**config.mk**
```make
export PLATFORM = sky130hd
export DESIGN_NAME = reset_seq_flat
export DESIGN_NICKNAME = d
export VERILOG_FILES = /design/src/rtl/reset_seq_if.sv /design/src/rtl/reset_seq.sv /design/src/flat_wrapper.sv
export SDC_FILE = /design/constraint.sdc
export NUM_CORES = 1
export LEC_CHECK = 0
export ABC_AREA = 0
export CAP_MARGIN = 10
export CORE_MARGIN = 2
export CORE_UTILIZATION = 35
export DETAILED_ROUTE_END_ITERATION = 7
export RECOVER_POWER = 100
export SYNTH_ARGS = -nofsm -noshare
export SYNTH_HDL_FRONTEND = slang
export SYNTH_SLANG_ARGS = --single-unit
```
**constraint.sdc**
```tcl
create_clock -name clk -period 2 [get_ports clk]
set_input_delay 0.3 -clock clk [delete_from_list [all_inputs] [get_ports clk]]
set_output_delay 0.3 -clock clk [all_outputs]
set_load 0.01 [all_outputs]
```
**src/rtl/reset_seq_if.sv**
```systemverilog
// ---------------------------------------------------------------------------
// reset_seq_if
//
// Purpose:
//   Bundles the reset sequencer's subsystem-facing signals so the sequencer
//   and whatever drives/observes it share a single connection point.
//
// Signal summary:
//   sdramInitDone  SDRAM controller init complete (level, asynchronous)
//   softResetReq   CPU soft reset request (synchronous to clk, level)
//   sdramResetN    SDRAM controller reset, active-low
//   videoResetN    video subsystem reset, active-low
//   cpuResetN      CPU core reset, active-low
//   sysReady       high only while the sequencer sits in RUN
//   seqErr         SDRAM init timeout flag (0 unless timeout support built)
//
// Modports:
//   slave   the reset sequencer itself (consumes requests, drives resets)
//   master  the surrounding system (drives requests, observes resets)
// ---------------------------------------------------------------------------
interface reset_seq_if;

  logic sdramInitDone;
  logic softResetReq;
  logic sdramResetN;
  logic videoResetN;
  logic cpuResetN;
  logic sysReady;
  logic seqErr;

  // The sequencer listens to the two request/status lines and owns every
  // reset output.
  modport slave (
    input  sdramInitDone,
    input  softResetReq,
    output sdramResetN,
    output videoResetN,
    output cpuResetN,
    output sysReady,
    output seqErr
  );

  // The surrounding system sees the mirror image of the sequencer.
  modport master (
    output sdramInitDone,
    output softResetReq,
    input  sdramResetN,
    input  videoResetN,
    input  cpuResetN,
    input  sysReady,
    input  seqErr
  );

endinterface : reset_seq_if

```
**src/rtl/reset_seq.sv**
```systemverilog
// ---------------------------------------------------------------------------
// reset_seq
//
// Purpose:
//   Sits downstream of the board-level reset-delay stage and releases the
//   subsystem resets in a fixed order: SDRAM controller, then video, then
//   CPU core.  Video and CPU are only released once the SDRAM controller
//   reports init complete.  While running, the CPU may request a soft reset
//   which re-resets only the CPU core for a fixed hold time.
//
// Parameters:
//   STAGE_DLY  clk cycles between successive stage releases (>= 1)
//   SOFT_HOLD  clk cycles the CPU reset is held low on a soft reset (>= 1)
//   SDRAM_TMO  clk cycles to wait for SDRAM init before forcing the
//              sequence on (only meaningful with RESET_SEQ_TMO_EN)
//
// Ports:
//   clk      system clock (50 MHz)
//   rst_n    asynchronous active-low reset from the reset-delay stage
//   seqBus   reset_seq_if.slave: sdramInitDone / softResetReq in,
//            sdramResetN / videoResetN / cpuResetN / sysReady / seqErr out
//
// Build option:
//   RESET_SEQ_TMO_EN  when defined, a missing SDRAM init-done is tolerated:
//                     after SDRAM_TMO cycles the sequence continues anyway
//                     and seqErr latches high until the next rst_n.
//                     When undefined, the sequencer waits for init-done
//                     forever and seqErr is tied low.
// ---------------------------------------------------------------------------
module reset_seq #(
  parameter int unsigned STAGE_DLY = 1024,
  parameter int unsigned SOFT_HOLD = 65536,
  parameter int unsigned SDRAM_TMO = 4194304
) (
  input  logic       clk,
  input  logic       rst_n,
  reset_seq_if.slave seqBus
);

  // One shared counter serves every timed state, so it is sized for the
  // longest of the three delays.
  localparam int unsigned MAX_AB  = (STAGE_DLY > SOFT_HOLD) ? STAGE_DLY : SOFT_HOLD;
  localparam int unsigned MAX_DLY = (MAX_AB > SDRAM_TMO) ? MAX_AB : SDRAM_TMO;
  localparam int          CNT_W   = (MAX_DLY < 2) ? 1 : $clog2(MAX_DLY + 1);

  localparam logic [CNT_W-1:0] CNT_MAX    = {CNT_W{1'b1}};
  localparam logic [CNT_W-1:0] STAGE_LAST = CNT_W'(STAGE_DLY - 1);
  localparam logic [CNT_W-1:0] SOFT_LAST  = CNT_W'(SOFT_HOLD - 1);
`ifdef RESET_SEQ_TMO_EN
  localparam logic [CNT_W-1:0] TMO_LAST   = CNT_W'(SDRAM_TMO - 1);
`endif

  typedef enum logic [2:0] {
    ST_SYNC    = 3'd0,
    ST_SDRAM   = 3'd1,
    ST_VIDEO_W = 3'd2,
    ST_CPU_W   = 3'd3,
    ST_RUN     = 3'd4,
    ST_SOFT    = 3'd5
  } state_t;

  state_t           state_q;
  state_t           state_d;
  logic [CNT_W-1:0] count_q;
  logic [CNT_W-1:0] count_d;
  logic             timed;

  logic             rstMeta_q;
  logic             rstSync_q;
  logic             doneMeta_q;
  logic             doneSync_q;

  logic             sdramRstN_q;
  logic             sdramRstN_d;
  logic             videoRstN_q;
  logic             videoRstN_d;
  logic             cpuRstN_q;
  logic             cpuRstN_d;
  logic             sysReady_q;
  logic             sysReady_d;
`ifdef RESET_SEQ_TMO_EN
  logic             seqErr_q;
  logic             seqErr_d;
`endif

  // Reset deassertion synchroniser.  Assertion is immediate through the
  // async clear; release ripples through two flops so the FSM only leaves
  // SYNC two edges after rst_n rises, away from any recovery hazard.
  always_ff @(posedge clk or negedge rst_n) begin
    if (!rst_n) begin
      rstMeta_q <= 1'b0;
      rstSync_q <= 1'b0;
    end else begin
      rstMeta_q <= 1'b1;
      rstSync_q <= rstMeta_q;
    end
  end

  // SDRAM init-done comes from another timing domain, so it passes through
  // a plain two-flop synchroniser before the FSM looks at it.
  always_ff @(posedge clk or negedge rst_n) begin
    if (!rst_n) begin
      doneMeta_q <= 1'b0;
      doneSync_q <= 1'b0;
    end else begin
      doneMeta_q <= seqBus.sdramInitDone;
      doneSync_q <= doneMeta_q;
    end
  end

  // State and shared counter registers.
  always_ff @(posedge clk or negedge rst_n) begin
    if (!rst_n) begin
      state_q <= ST_SYNC;
      count_q <= '0;
    end else begin
      state_q <= state_d;
      count_q <= count_d;
    end
  end

  // Next-state logic.  Stage waits compare against DELAY-1 because the
  // counter is zero on the first cycle spent in a state, so the move happens
  // after exactly DELAY cycles there.  Soft requests are only honoured in
  // RUN; while in SOFT they are ignored, which is what makes a held request
  // re-enter SOFT one cycle after coming back to RUN.  Once SDRAM is left,
  // init-done is never looked at again, so dropping it cannot re-reset.
  always_comb begin
    state_d = state_q;
`ifdef RESET_SEQ_TMO_EN
    seqErr_d = seqErr_q;
`endif
    case (state_q)
      ST_SYNC: begin
        if (rstSync_q) begin
          state_d = ST_SDRAM;
        end
      end
      ST_SDRAM: begin
        if (doneSync_q) begin
          state_d = ST_VIDEO_W;
        end
`ifdef RESET_SEQ_TMO_EN
        else if (count_q == TMO_LAST) begin
          state_d  = ST_VIDEO_W;
          seqErr_d = 1'b1;
        end
`endif
      end
      ST_VIDEO_W: begin
        if (count_q == STAGE_LAST) begin
          state_d = ST_CPU_W;
        end
      end
      ST_CPU_W: begin
        if (count_q == STAGE_LAST) begin
          state_d = ST_RUN;
        end
      end
      ST_RUN: begin
        if (seqBus.softResetReq) begin
          state_d = ST_SOFT;
        end
      end
      ST_SOFT: begin
        if (count_q == SOFT_LAST) begin
          state_d = ST_RUN;
        end
      end
      default: begin
        state_d = ST_SYNC;
      end
    endcase
  end

  // Counter update.  Any state change restarts it at zero; in a timed state
  // it counts up and sticks at all-ones rather than wrapping, so a stalled
  // state can never alias back onto a terminal count.
  always_comb begin
    timed = 1'b0;
    case (state_q)
      ST_VIDEO_W, ST_CPU_W, ST_SOFT: timed = 1'b1;
`ifdef RESET_SEQ_TMO_EN
      ST_SDRAM:                      timed = 1'b1;
`endif
      default:                       timed = 1'b0;
    endcase

    count_d = count_q;
    if (state_d != state_q) begin
      count_d = '0;
    end else if (timed && (count_q != CNT_MAX)) begin
      count_d = count_q + CNT_W'(1);
    end
  end

  // Output decode from the next state, so every reset line changes on the
  // very edge the FSM changes state.  Because the decode is monotonic along
  // the sequence, SDRAM and video resets can only fall again through rst_n.
  always_comb begin
    sdramRstN_d = (state_d != ST_SYNC);
    videoRstN_d = (state_d == ST_CPU_W) || (state_d == ST_RUN) || (state_d == ST_SOFT);
    cpuRstN_d   = (state_d == ST_RUN);
    sysReady_d  = (state_d == ST_RUN);
  end

  // Registered outputs; all forced low straight away by rst_n.
  always_ff @(posedge clk or negedge rst_n) begin
    if (!rst_n) begin
      sdramRstN_q <= 1'b0;
      videoRstN_q <= 1'b0;
      cpuRstN_q   <= 1'b0;
      sysReady_q  <= 1'b0;
    end else begin
      sdramRstN_q <= sdramRstN_d;
      videoRstN_q <= videoRstN_d;
      cpuRstN_q   <= cpuRstN_d;
      sysReady_q  <= sysReady_d;
    end
  end

`ifdef RESET_SEQ_TMO_EN
  // Timeout flag is sticky: once the sequence was forced past SDRAM it stays
  // flagged until the whole subsystem is reset again.
  always_ff @(posedge clk or negedge rst_n) begin
    if (!rst_n) begin
      seqErr_q <= 1'b0;
    end else begin
      seqErr_q <= seqErr_d;
    end
  end

  assign seqBus.seqErr = seqErr_q;
`else
  assign seqBus.seqErr = 1'b0;
`endif

  assign seqBus.sdramResetN = sdramRstN_q;
  assign seqBus.videoResetN = videoRstN_q;
  assign seqBus.cpuResetN   = cpuRstN_q;
  assign seqBus.sysReady    = sysReady_q;

endmodule : reset_seq

```
**src/flat_wrapper.sv**
```systemverilog
// flat-port wrapper written by rule: the top's interface ports become plain ports
module reset_seq_flat 
#(
  parameter int unsigned STAGE_DLY = 1024,
  parameter int unsigned SOFT_HOLD = 65536,
  parameter int unsigned SDRAM_TMO = 4194304
)
  (clk, rst_n, seqBus_sdramInitDone, seqBus_softResetReq, seqBus_sdramResetN, seqBus_videoResetN, seqBus_cpuResetN, seqBus_sysReady, seqBus_seqErr);
  reset_seq_if seqBus_i ();
  input  logic clk;
  input  logic rst_n;
  input wire logic [$bits(seqBus_i.sdramInitDone)-1:0] seqBus_sdramInitDone;
  input wire logic [$bits(seqBus_i.softResetReq)-1:0] seqBus_softResetReq;
  output wire logic [$bits(seqBus_i.sdramResetN)-1:0] seqBus_sdramResetN;
  output wire logic [$bits(seqBus_i.videoResetN)-1:0] seqBus_videoResetN;
  output wire logic [$bits(seqBus_i.cpuResetN)-1:0] seqBus_cpuResetN;
  output wire logic [$bits(seqBus_i.sysReady)-1:0] seqBus_sysReady;
  output wire logic [$bits(seqBus_i.seqErr)-1:0] seqBus_seqErr;
  assign seqBus_i.sdramInitDone = seqBus_sdramInitDone;
  assign seqBus_i.softResetReq = seqBus_softResetReq;
  assign seqBus_sdramResetN = seqBus_i.sdramResetN;
  assign seqBus_videoResetN = seqBus_i.videoResetN;
  assign seqBus_cpuResetN = seqBus_i.cpuResetN;
  assign seqBus_sysReady = seqBus_i.sysReady;
  assign seqBus_seqErr = seqBus_i.seqErr;
  reset_seq #(.STAGE_DLY(STAGE_DLY), .SOFT_HOLD(SOFT_HOLD), .SDRAM_TMO(SDRAM_TMO)) u_core (.clk(clk), .rst_n(rst_n), .seqBus(seqBus_i));
endmodule
```
; Word-level counts from Yosys, hierarchy flattened
; Index checks and enable logic that the tools add are counted.
[op_classes]
add_sub_neg = 1
eq_ne = 12
n_mux = 10
reduce_logical = 7
[ops]
columns = op, count
row1 = two-way mux 23 bit, 2
row2 = adder 23 x 1 -> 23 bit (second input constant), 1
row3 = equality test 23 x 10 -> 1 bit (second input constant), 1
row4 = equality test 23 x 16 -> 1 bit (second input constant), 1
row5 = != test 23 bit (second input constant), 1
row6 = two-way mux 3 bit, 6
row7 = one-hot mux 3 bit (6 select lines), 1
row8 = equality test 3 bit (second input constant), 4
row9 = equality test 3 x 2 -> 1 bit (second input constant), 3
row10 = equality test 3 x 1 -> 1 bit (second input constant), 1
row11 = logical NOT 3 bit, 1
row12 = != test 3 bit, 1
row13 = nonzero test 3 bit, 1
row14 = OR reduction 3 bit, 1
row15 = logical OR 1 bit, 2
row16 = nonzero test 2 bit, 1
row17 = logical AND 1 bit, 1
row18 = two-way mux 1 bit, 1
[totals]
regBits = 33
input_bits = 4
out_inout_bits = 5
word_cells = 39

; Depth between registers and ports, before layout
[logic_depth]
depth_word = 6
depth_mapped = 7
depth_no_buf = 6

; Least setup slack after synthesis
; Ideal clock, no wire load.
[synth_path]
path_kind = reg2reg
start = register u_core.count_q[18]
end = register u_core.count_q[10]
setup_time_ps = 133
t_arrival_ps = 1942
t_required_ps = 1867
slack_ps = -75
path_stages_with_launch = 7
path_buffers = 1
period_less_slack_ps = 2075
cell_sequence = dfrtp_1 > or4_4 > nor4_4 > nand4_4 > a211oi_4 > buf_6 > a211oi_1
[synth_between]
elab_chain_len = 5
elab_cells_between_ends = 11
classes_between = eq/ne: 4 / mux: 5 / reduce/logical: 2
[synth_rtl]
columns = item, line_no
row1 = from (decl), reset_seq.sv:64  ; logic [CNT_W-1:0] count_q;
row2 = from (signal assigned), reset_seq.sv:118  ; count_q <= count_d;
row3 = equality test 23 x 16 -> 1 bit / equality test 23 x 10 -> 1 bit (equally long branches), "reset_seq.sv:166, reset_seq.sv:151, reset_seq.sv:156"
row4 = two-way mux 3 bit (on tied branches), "reset_seq.sv:166, reset_seq.sv:151, reset_seq.sv:156"
row5 = one-hot mux 3 bit (6 select lines), reset_seq.sv:133  ; case (state_q)
row6 = != test 3 bit, reset_seq.sv:190  ; if (state_d != state_q) begin
row7 = two-way mux 23 bit / nonzero test 2 bit (equally long branches), -
; Parallel ways exist; a longest one is shown, timed or not.
; A chain may end at the register's enable or synchronous reset.

; Final worst setup path
[layout_path]
start = register u_core.count_q[18]
end = register u_core.count_q[7]
; Same word-level chain as after synthesis.

==> run_summary.xml <==
<?xml version="1.0" encoding="UTF-8"?>
<metrics>
  <group name="status">
    <metric name="status" unit="">complete, but fails checks</metric>
    <metric name="violations" unit="">negative setup slack</metric>
  </group>
  <group name="worst_setup_path">
    <metric name="path_class" unit="">reg -&gt; reg</metric>
    <metric name="start_kind" unit="">flip-flop</metric>
    <metric name="required" unit="ps">2170</metric>
    <metric name="setup.worst_path.end_class" unit="">flip-flop</metric>
    <metric name="worst-endpoint-arrival" unit="ps">2250</metric>
    <metric name="worstPathMaxFanout" unit="">23</metric>
  </group>
  <group name="timing">
    <metric name="worst_slew_margin_rel" unit="">0.4676</metric>
    <metric name="measured_slew_at_the_worst_slew_check_pin" unit="ps">798.6</metric>
    <metric name="timing.fmax" unit="GHz">0.4815</metric>
    <metric name="timing.final.crit_share" unit="">1.038</metric>
    <metric name="hold_ws" unit="ps">355.6</metric>
    <metric name="setup_slack" unit="ps">-76.78</metric>
    <metric name="finalClockSkew" unit="ps">5.452</metric>
    <metric name="timing.final.setup_violations" unit="">24</metric>
    <metric name="rsz0062_at_grt" unit="">true</metric>
    <metric name="final.min_clock_period" unit="ps">2077</metric>
    <metric name="slew_limit_fails" unit="">0</metric>
    <metric name="report.final.hold_viol_count" unit="">0</metric>
  </group>
  <group name="floorplanning">
    <metric name="design.die.area" unit="mm2">0.006206</metric>
    <metric name="design.core.area" unit="mm2">0.005439</metric>
    <metric name="core.rowCount" unit="">27</metric>
    <metric name="horizontal_die_dimension" unit="um">78.78</metric>
    <metric name="initial_utilization" unit="">0.3598</metric>
    <metric name="num_io_pins" unit="">9</metric>
    <metric name="die_y" unit="um">78.78</metric>
  </group>
  <group name="route">
    <metric name="drt_pass1_iterations" unit="">4</metric>
    <metric name="drt_first_iter_violations" unit="">87</metric>
    <metric name="routed_wl" unit="mm">4.112</metric>
    <metric name="vias_per_cell" unit="">5.173</metric>
    <metric name="drcViolationCount" unit="">0</metric>
    <metric name="route.detailed.wl_per_inst" unit="um">13.18</metric>
    <metric name="via_count" unit="">1614</metric>
    <metric name="postRouteAntennaNets" unit="">0</metric>
  </group>
  <group name="layout">
    <metric name="antenna_cells" unit="">0</metric>
    <metric name="post_layout_nonfiller_instances" unit="">312</metric>
    <metric name="layout.core_utilization" unit="">0.4546</metric>
    <metric name="area.growth.synth_to_final" unit="%">26.34</metric>
    <metric name="layout.cell_area.non_filler" unit="mm2">0.002472</metric>
    <metric name="final_layout_size_suffix_gt1_frac" unit="">0.2500</metric>
    <metric name="number_of_nets_at_the_end_of_the_flow" unit="">245</metric>
  </group>
  <group name="pwr">
    <metric name="power_frac_seq" unit="">0.380</metric>
    <metric name="power.share.combinational" unit="">0.385</metric>
    <metric name="swShare" unit="">0.3398</metric>
    <metric name="switchingPower" unit="uW">723.1</metric>
    <metric name="ir_worst_vdd" unit="V">0.0005626</metric>
    <metric name="overall_power_after_layout" unit="uW">2128</metric>
    <metric name="pwr-share-clk" unit="">0.235</metric>
    <metric name="cellLeakagePower" unit="uW">0.001021</metric>
    <metric name="power_per_cell_area" unit="mW/mm2">860.8</metric>
    <metric name="p_int" unit="uW">1405</metric>
  </group>
  <group name="global_route">
    <metric name="initial_antenna_violation_count" unit="">0</metric>
    <metric name="grt_max_degree" unit="">34</metric>
    <metric name="globalRouteTotalUtil" unit="">0.1496</metric>
    <metric name="global_route_congestion_overflow_total" unit="">0</metric>
    <metric name="number_of_global_route_vias_before_repair" unit="">1547</metric>
    <metric name="grt_pass1_wl" unit="mm">7.341</metric>
  </group>
  <group name="synthesis">
    <metric name="synthDominantCellAreaShare" unit="">0.4220</metric>
    <metric name="synth_edf_count" unit="">0</metric>
    <metric name="main_flop_type_after_synthesis" unit="">sky130_fd_sc_hd__dfrtp_1</metric>
    <metric name="synth.top_cells.by_count" unit="">33 x sky130_fd_sc_hd__dfrtp_1, 20 x sky130_fd_sc_hd__nor3_1, 15 x sky130_fd_sc_hd__xnor2_1</metric>
    <metric name="synthDominantAreaCellType" unit="">sky130_fd_sc_hd__dfrtp_1</metric>
    <metric name="postSynth.asyncResetShare" unit="">1.000</metric>
    <metric name="ys.warnings.count" unit="">0</metric>
    <metric name="netlist_instances" unit="">201</metric>
    <metric name="yosys_register_bits" unit="">33</metric>
    <metric name="yosysMostFrequentCell" unit="">sky130_fd_sc_hd__dfrtp_1</metric>
    <metric name="synth.lib_cells_used.distinct" unit="">45</metric>
    <metric name="synth-seq-area-share" unit="">0.4220</metric>
    <metric name="postSynthNetCount" unit="">206</metric>
    <metric name="synthesized_area_divided_by_synthesized_cell_count" unit="um2">9.736</metric>
    <metric name="synthTopCellsByArea" unit="">sky130_fd_sc_hd__dfrtp_1 42%, sky130_fd_sc_hd__xnor2_1 6.7%, sky130_fd_sc_hd__nor3_1 5.1%, sky130_fd_sc_hd__a211oi_1 5.0%, sky130_fd_sc_hd__nand3_1 2.6%</metric>
    <metric name="netlist_area" unit="mm2">0.001957</metric>
  </group>
  <group name="clock_tree">
    <metric name="clk_latency" unit="ps">280</metric>
    <metric name="cts_buffers" unit="">5</metric>
    <metric name="cts_tree" unit="">built</metric>
    <metric name="clock_tree.buffer_depth" unit="">2</metric>
    <metric name="post_cts_buffers" unit="">0</metric>
    <metric name="ctsHoldBuffers" unit="">0</metric>
    <metric name="clk_transition_reported_paths" unit="ps">70</metric>
    <metric name="cts_htree_levels" unit="">2</metric>
    <metric name="cts-root-buf" unit="">sky130_fd_sc_hd__clkbuf_8</metric>
    <metric name="clkSinkCount" unit="">33</metric>
  </group>
  <group name="placement">
    <metric name="dpl_cell_area" unit="mm2">0.002365</metric>
    <metric name="place.detailed.instances" unit="">305</metric>
    <metric name="place_congestion" unit="">0.8250</metric>
    <metric name="io_buffer_count" unit="">7</metric>
    <metric name="hpwlAfterDp" unit="mm">3.052</metric>
  </group>
  <group name="job">
    <metric name="max_cap_violations" unit="">0</metric>
  </group>
  <group name="min_path">
    <metric name="worstHoldPathType" unit="">reg -&gt; reg</metric>
  </group>
</metrics>
## worst paths after layout
path	from	to	slack, ps	cells past startpoint
setup / recovery	u_core.count_q[18]	u_core.count_q[7]	-80	6
hold / removal	u_core.doneMeta_q	u_core.doneSync_q	360	0
setup reg to reg	u_core.count_q[18]	u_core.count_q[7]	-80	6
hold reg to reg	u_core.doneMeta_q	u_core.doneSync_q	360	0
max in group asynchronous	rst_n	u_core.count_q[2]	860	2
min in group asynchronous	rst_n	u_core.count_q[12]	630	2
## power by group through the flow
stage	clock [uW]	sequential, uW	combinational, uW
after floorplan	0	835	493
after global placement	0	820	818
after detailed placement	0	821	825
after CTS	517	809	830
after global routing	546	823	917
final	500	809	820
## final cells by class
cell class	instances	area [um2]
Clock buffer	7	86.33
Multi-Input combinational cell	148	1070
Tap cell	72	90.09
Inverter	7	26.28
Fill cell	493	2967
Timing Repair Buffer	45	374.1
Sequential cell	33	825.8
## registers in the layout (all words and copies together), names as in the netlist
name,cells
u_core.count_q,23
u_core.state_q,3
u_core.doneMeta_q,1
u_core.doneSync_q,1
u_core.rstMeta_q,1
u_core.rstSync_q,1
u_core.seqBus.cpuResetN,1
u_core.seqBus.sdramResetN,1
u_core.seqBus.videoResetN,1
## logic make-up (layout without fill, tap and decap cells)
logic type | Yosys count | after routing | synth area share
compound gates | 45 | 45 | 0.1797
xor+xnor | 16 | 16 | 0.07161
fa+ha+maj | 1 | 1 | 0.006393
buf+inv | 20 | 59 | 0.05499
flops | 33 | 33 | 0.4220
mux | 2 | 2 | 0.01023
other cells | 2 | 2 | 0.003838
simple gates | 82 | 82 | 0.2513
## per-layer routing
layer | share of wire | track usage
met4 | 0.011 | 0.04211
met1 | 0.50 | 0.2051
met3 | 0.027 | 0.03409
met2 | 0.46 | 0.2376
met5 | 0 | 0
## layout by cell type, fill, tap and decap left out, drive strengths merged, types with 2 or more instances in the layout
cell type     n
buf          36
dfrtp        33
nor3         20
xnor2        15
a211oi       14
nand2        12
nand3        10
clkbuf        9
inv           7
nor2          7
nand4         7
or4           7
dlygate4sd3   6
a21oi         5
o21ai         5
a2111oi       5
o31ai         5
nor4          5
and3          4
and4          4
a21o          3
nor2b         2
and2          2
mux2i         2
a211o         2
a22oi         2
conb          2
## critical path, cell delays in order, from the launching register on
cell and delay, ps:
sky130_fd_sc_hd__dfrtp_1 380, sky130_fd_sc_hd__or4_4 550, sky130_fd_sc_hd__nor4_4 270, sky130_fd_sc_hd__nand4_4 200, sky130_fd_sc_hd__a211oi_4 280, sky130_fd_sc_hd__buf_12 200
sky130_fd_sc_hd__nor3_1 80
## metrics by stage
stage / TNS [ps] / setup WS (ps)
finish: -1591 / -76.78
global route: -4022 / -187.3
CTS: -2037 / -95.07
detailed placement: -1927 / -96.47
global placement: -71.67 / -37.97
floorplan: -1402 / -75.06
## repair_timing
item                       in CTS  in global routing
gates resized for setup         1                  5
pin swaps                       0                  1
gates cloned                    0                  0
setup endpoints to repair      24                 26
No activity file was read; power rests on OpenSTA's default activity.
